**config.mk**
```make
export PLATFORM = sky130hd
export DESIGN_NAME = iterative_accumulator
export DESIGN_NICKNAME = d
export VERILOG_FILES = /design/src/rtl/iter_acc_pkg.sv /design/src/rtl/iter_acc_step.sv /design/src/rtl/iterative_accumulator.sv
export SDC_FILE = /design/constraint.sdc
export NUM_CORES = 1
export LEC_CHECK = 0
export CAP_MARGIN = 40
export CORE_MARGIN = 2
export CORE_UTILIZATION = 40
export CTS_BUF_LIST = sky130_fd_sc_hd__clkbuf_4
export CTS_CLUSTER_DIAMETER = 150
export DETAILED_ROUTE_END_ITERATION = 8
export GPL_TIMING_DRIVEN = 0
export PLACE_DENSITY_LB_ADDON = 0.12
export SYNTH_ARGS = -nofsm -noshare
export SYNTH_HDL_FRONTEND = slang
export SYNTH_SLANG_ARGS = --single-unit
```
**constraint.sdc**
```tcl
create_clock -name clk -period 6.39 [get_ports clk]
set_clock_uncertainty 0.15 [all_clocks]
set_input_delay 0.639 -clock clk [delete_from_list [all_inputs] [get_ports clk]]
set_output_delay 0.639 -clock clk [all_outputs]
set_load 0.1 [all_outputs]
```
**src/rtl/iter_acc_pkg.sv**
```systemverilog
// rtl/iter_acc_pkg.sv - shared mode encoding and FSM state type for the iterative accumulator
package iter_acc_pkg;

    // Encoding 3 is reserved and treated like STOP by the step logic.
    typedef enum logic [1:0] {
        MODE_STOP = 2'd0,
        MODE_SAT  = 2'd1,
        MODE_WRAP = 2'd2,
        MODE_RSVD = 2'd3
    } mode_e;

    typedef enum logic {
        ST_IDLE = 1'b0,
        ST_RUN  = 1'b1
    } state_e;

endpackage

```
**src/rtl/iter_acc_step.sv**
```systemverilog
// rtl/iter_acc_step.sv - one accumulate step: acc + b with the selected overflow policy
module iter_acc_step
    import iter_acc_pkg::*;
#(
    parameter int WIDTH = 8
) (
    input  logic [WIDTH-1:0] acc,
    input  logic [WIDTH-1:0] b,
    input  mode_e            mode,
    output logic [WIDTH-1:0] acc_next,
    output logic             overflow
);

    logic [WIDTH:0] sum;

    always_comb begin
        sum      = {1'b0, acc} + {1'b0, b};
        overflow = sum[WIDTH];
        acc_next = sum[WIDTH-1:0];
        if (sum[WIDTH]) begin
            case (mode)
                MODE_SAT:  acc_next = '1;
                MODE_WRAP: acc_next = sum[WIDTH-1:0];
                default:   acc_next = acc;
            endcase
        end
    end

endmodule

```
**src/rtl/iterative_accumulator.sv**
```systemverilog
// rtl/iterative_accumulator.sv - multi-cycle accumulator adding b to a loop_count times, one step per clock
module iterative_accumulator
    import iter_acc_pkg::*;
#(
    parameter int WIDTH = 8,
    parameter int CNT_W = 3
) (
    input  logic             clk,
    input  logic             rst_n,
    input  logic             start,
    input  logic [WIDTH-1:0] a,
    input  logic [WIDTH-1:0] b,
    input  logic [CNT_W-1:0] loop_count,
    input  logic [1:0]       mode,
    output logic             busy,
    output logic             done,
    output logic [WIDTH-1:0] result,
    output logic             overflow_flag
);

    state_e           state;
    state_e           state_next;
    logic [WIDTH-1:0] acc;
    logic [WIDTH-1:0] b_q;
    logic [CNT_W-1:0] count_q;
    logic [CNT_W-1:0] iter;
    mode_e            mode_q;
    logic             ovf;
    logic [WIDTH-1:0] step_acc;
    logic             step_ovf;
    logic             last_iter;

    iter_acc_step #(.WIDTH(WIDTH)) u_step (
        .acc      (acc),
        .b        (b_q),
        .mode     (mode_q),
        .acc_next (step_acc),
        .overflow (step_ovf)
    );

    assign last_iter = (iter == count_q);
    assign busy      = (state == ST_RUN);

    always_comb begin
        state_next = state;
        case (state)
            ST_IDLE: if (start)     state_next = ST_RUN;
            ST_RUN:  if (last_iter) state_next = ST_IDLE;
            default:                state_next = ST_IDLE;
        endcase
    end

    // Inputs are captured only in IDLE, so a start while RUN is simply dropped.
    always_ff @(posedge clk or negedge rst_n) begin
        if (!rst_n) begin
            state         <= ST_IDLE;
            acc           <= '0;
            b_q           <= '0;
            count_q       <= '0;
            iter          <= '0;
            mode_q        <= MODE_STOP;
            ovf           <= 1'b0;
            done          <= 1'b0;
            result        <= '0;
            overflow_flag <= 1'b0;
        end else begin
            state <= state_next;
            done  <= 1'b0;
            case (state)
                ST_IDLE: begin
                    if (start) begin
                        acc     <= a;
                        b_q     <= b;
                        count_q <= loop_count;
                        mode_q  <= mode_e'(mode);
                        iter    <= '0;
                        ovf     <= 1'b0;
                    end
                end
                ST_RUN: begin
                    if (last_iter) begin
                        result        <= acc;
                        overflow_flag <= ovf;
                        done          <= 1'b1;
                    end else begin
                        acc  <= step_acc;
                        ovf  <= ovf | step_ovf;
                        iter <= iter + 1'b1;
                    end
                end
                default: ;
            endcase
        end
    end

endmodule

```
# ---- Word level (Yosys, flattened, before mapping)
# Index checks and enable logic that the tools add are counted.
# W data, S select, Z words.
dict set report totals {
  output_inout_bits 11
  wordCells 40
  regBits 36
  in_bits 24
}
dict set report op_classes {
  addsub 2
  n_eq_ne 6
  bitwise 2
  muxes 16
  reduce_logical 4
}
# operator count
set op_table {}
lappend op_table {{$pmux W8 S2} 2}
lappend op_table {{$mux W8} 3}
lappend op_table {{$add A8 B8 Y9} 1}
lappend op_table {{$mux W1} 6}
lappend op_table {{$mux W3} 2}
lappend op_table {{$pmux W3 S2} 1}
lappend op_table {{$reduce_and A2 Y1} 3}
lappend op_table {{$ne A2 B2 Y1 const B} 2}
lappend op_table {{$ne A4 B4 Y1 const B} 1}
lappend op_table {{$pmux W1 S2} 2}
lappend op_table {{$add A3 B1 Y3 const B} 1}
lappend op_table {{$eq A3 B3 Y1} 1}
lappend op_table {{$reduce_and A3 Y1} 1}
lappend op_table {{$eq A2 B1 Y1 const B} 1}
lappend op_table {{$eq A2 B2 Y1 const B} 1}
lappend op_table {{$not A1 Y1} 1}
lappend op_table {{$or A1 B1 Y1} 1}

# ---- Longest topological paths before layout
dict set report depth {
  depth_word 5
  depth_mapped 9
  mapped_depth_nobuf 8
}

# ---- Cells and area by module
# A second synthesis with hierarchy kept.
dict set report unflattened {
  cells_unflattened 200
  area_unflattened_um2 2134.5
}
# module area_per_inst_um2 seq_area_each_um2 cells_per_inst instances
set modules_own_cells {}
lappend modules_own_cells {iterative_accumulator 1640.3 900.9 141 1}
lappend modules_own_cells {iter_acc_step 494.2 0.0 59 1}

# ---- Least setup slack after synthesis
# OpenSTA, ideal clock, no wires.
dict set report synth_path {
  path_type {register -> register}
  from {register state (netlist: busy)}
  to {register acc[0]}
  setup_time_ns 0.131
  arrival_ns 1.948
  synth_period_minus_slack_ns 2.228
  path_stages_with_launch 7
  setup_slack_ns 4.162
  path_cell_list {dfrtp_1 -> nand4_1 -> o21ai_1 -> inv_1 -> nand2b_1 -> buf_6 -> o31ai_2}
}
dict set report synth_between {
  elab_chain_cells 3
}
# element line_no
set synth_lines {}
lappend synth_lines {{start: declaration} iterative_accumulator.sv:21} ;# state_e state;
lappend synth_lines {{start signal: assignment} iterative_accumulator.sv:67} ;# state <= state_next;
lappend synth_lines {{$not A1 Y1} iterative_accumulator.sv:69} ;# case (state)
lappend synth_lines {{$ne A2 B2 Y1 (no line)} n/a}
lappend synth_lines {{$reduce_and A3 Y1 (no line)} n/a}
lappend synth_lines {{end signal: assignment} iterative_accumulator.sv:86} ;# acc <= step_acc;
lappend synth_lines {{end: declaration} iterative_accumulator.sv:23} ;# logic [WIDTH-1:0] acc;
# Parallel ways exist; a longest one is shown, timed or not.
# A chain may end at the register's enable or synchronous reset.

# ---- Worst setup path after layout
dict set report layout_path {
  from {register acc[0]}
  to {register acc[3]}
}
dict set report layout_between {
  elab_chain_cells 5
}
# element line_no
set layout_lines {}
lappend layout_lines {{$add A8 B8 Y9 *} iter_acc_step.sv:17} ;# sum = {1'b0, acc} + {1'b0, b};
lappend layout_lines {{$pmux W8 S2} iter_acc_step.sv:21} ;# case (mode)
lappend layout_lines {{$mux W8} iter_acc_step.sv:20} ;# if (sum[WIDTH]) begin
lappend layout_lines {{$mux W8} iterative_accumulator.sv:81} ;# if (last_iter) begin
lappend layout_lines {{$pmux W8 S2} iterative_accumulator.sv:69}
# Every way passes the cells marked *; elsewhere a longest branch is shown, timed or not. The select of a mux whose other input is x is not followed.

==> impl_metrics.env <==
export IMPL_drtIter0Drc=46
export IMPL_drive_above_1_share=0.195
export IMPL_grt_use_total=0.166
export IMPL_clkSinkCount=36
export IMPL_cts_path_max_buffers=2
export IMPL_hold_viol_final=0
export IMPL_netlist_area_sq_um=1940
export IMPL_dr_pass1_iters=4
export IMPL_criticalPathCategory="reg -> reg"
export IMPL_die_height_um=73.7
export IMPL_root_buffer="clkbuf_4"
export IMPL_hold_path_class="in -> async"
export IMPL_coreArea_sq_um=4690
export IMPL_whs_ns=0.212
export IMPL_cts_setup_buffers=0
export IMPL_ctsHoldBuffers=0
export IMPL_yosysWarnings=0
export IMPL_fin_crit_sh=0.405
export IMPL_cp_end_kind="register"
export IMPL_antenna_left=0
export IMPL_synth_edf_count=0
export IMPL_wirelength_mm=4.07
export IMPL_finalWeightedCongestion=0.846
export IMPL_layout_nets=270
export IMPL_overflow=0
export IMPL_finalSetupViolations=0
export IMPL_numPortBuffers=34
export IMPL_die_w_um=73.7
export IMPL_vias=1538
export IMPL_maxSlewViolCount=0
export IMPL_remaining_drc_errors=0
export IMPL_grt_max_degree=37
export IMPL_slew_headroom=0.462
export IMPL_wl_per_cell_um=14.0
export IMPL_r2r_start="acc[0]"
export IMPL_synth_ff_type="dfrtp_1"
export IMPL_cp_max_fo=9
export IMPL_die_area_sq_um=5420
export IMPL_diodes=0
export IMPL_cp_required_ns=6.46
export IMPL_antenna_found_initial=0
export IMPL_ios=35
export IMPL_crit_path_start_kind="register"
export IMPL_start_util=0.414
export IMPL_syn2layout_area_growth_pct=31.9
export IMPL_synth_async_sr_flop_share=1.00
export IMPL_netlist_instances=184
export IMPL_cts_buffers=5
export IMPL_maxCapViolCount=0
export IMPL_vias_per_cell=5.30
export IMPL_synthesis_nets=218
export IMPL_hpwl_mm=3.19
export IMPL_seq_area_frac_synth=0.464
export IMPL_fin_crit_ns=2.58
export IMPL_ctsResizeCount=0
export IMPL_grt_pass1_wl_mm=6.78
export IMPL_htree_levels=2
export IMPL_setup_tns_ns=0
export IMPL_avgSynthCellArea_sq_um=10.5
export IMPL_rsz0062_at_grt="false"
export IMPL_clock_fmax_mhz=387
export IMPL_clk_latency_ns=0.35
export IMPL_startpoint="acc[0]"
export IMPL_arrival_ns=2.66
export IMPL_grt_pass1_vias=1412
export IMPL_worst_slew_pin_slew_ns=0.808
export IMPL_synth_seq_cells=36
export IMPL_cts_tree="built"
export IMPL_clkTransAtPathRegs_ns=0.12
export IMPL_status="complete, no violations"
export IMPL_num_rows=25
export IMPL_synth_cell_types=39
worst max-delay path, stage by stage (launching register included):
cell	delay [ns]
dfrtp_1	0.38
ha_1	0.22
inv_1	0.07
fa_1	0.37
and2b_1	0.31
o31ai_4	0.10
a211oi_2	0.45
nand2b_1	0.19
buf_6	0.14
o31ai_2	0.07
cell usage after synthesis (2+ instances only):
| master | n | area [sq um] |
|---|---|---|
| dfrtp_1 | 36 | 901 |
| nand2_1 | 31 | 116 |
| mux2_2 | 14 | 158 |
| o21ai_0 | 13 | 65.1 |
| nor2_1 | 10 | 37.5 |
| ha_1 | 9 | 113 |
| nor3_1 | 6 | 30.0 |
| xnor2_1 | 6 | 52.6 |
| a21oi_1 | 5 | 25.0 |
| o31ai_2 | 5 | 62.6 |
| inv_1 | 4 | 15.0 |
| o22ai_1 | 4 | 25.0 |
| a21o_1 | 3 | 22.5 |
| nor2b_1 | 3 | 18.8 |
| o21ai_1 | 3 | 15.0 |
| o31ai_1 | 3 | 22.5 |
| a211oi_1 | 2 | 15.0 |
| a211oi_2 | 2 | 25.0 |
| and3_1 | 2 | 12.5 |
| clkbuf_1 | 2 | 7.51 |
| clkinv_1 | 2 | 7.51 |
| xor2_1 | 2 | 17.5 |
cells in the final DEF, fill, tap and decap left out, types with 3 or more instances in the layout:
cell type / count
nor2_1: 10
o31ai_2: 5
o21ai_0: 13
inv_1: 4
o31ai_1: 3
clkdlybuf4s50_1: 33
buf_8: 11
o22ai_1: 4
a21o_1: 3
a21oi_1: 5
xnor2_1: 6
nor3_1: 6
clkbuf_4: 6
nor2b_1: 3
o21ai_1: 3
nand2_1: 31
dfrtp_1: 36
mux2_2: 14
ha_1: 9
cell type report:
cell class | instances | area, sq um
Clock inverter | 1 | 5.00
Fill cell | 401 | 2130
Multi-Input combinational cell | 137 | 990
Timing Repair Buffer | 45 | 500
Buffer | 5 | 27.5
Tap cell | 54 | 67.6
Sequential cell | 36 | 901
Inverter | 6 | 22.5
Clock buffer | 6 | 45.0
path summary, 6_finish.rpt:
check / endpoint / slack [ns] / cells after the start
max reg2reg: acc[3] / 3.81 / 9
max: acc[3] / 3.81 / 9
min reg2reg: result[7] / 0.33 / 2
max in group asynchronous: b_q[2] / 5.35 / 1
min: acc[1] / 0.21 / 1
min in group clk: result[7] / 0.33 / 2
logic make-up after synthesis:
family	count (synthesis)	synth area share
AND/OR/NAND/NOR	56	0.125
buffers and inverters	11	0.0258
flip-flops	36	0.464
adder cells (fa/ha/maj)	10	0.0683
XOR/XNOR	8	0.0361
multiplexers	15	0.0864
AO/OA/AOI/OAI	48	0.194
routing by layer:
layer,track usage,routed length (um)
met1,0.218,1910
met2,0.265,1930
met3,0.0425,198
met4,0.0566,36
met5,0,0
stage by stage:
step	std cells	instance area (sq um)	setup WS, ns	utilization
final	290	2560	3.81	0.545
after global routing	290	2560	3.64	0.545
after CTS	290	2560	3.82	0.545
after detailed placement	283	2510	3.78	0.535
after global placement	272	2350	3.76	0.501
after floorplan	184	1940	4.16	-
registers in the layout, summed over array words and instances, names as in the netlist:
name and flops:
acc 8, result 8, b_q 8, busy 1
done 1, mode_q 2, count_q 3, iter 3
overflow_flag 1, ovf 1
Power is left out: the tool's default activity adds up to more than one toggle a clock period on the data nets, which glitch-free logic cannot reach.
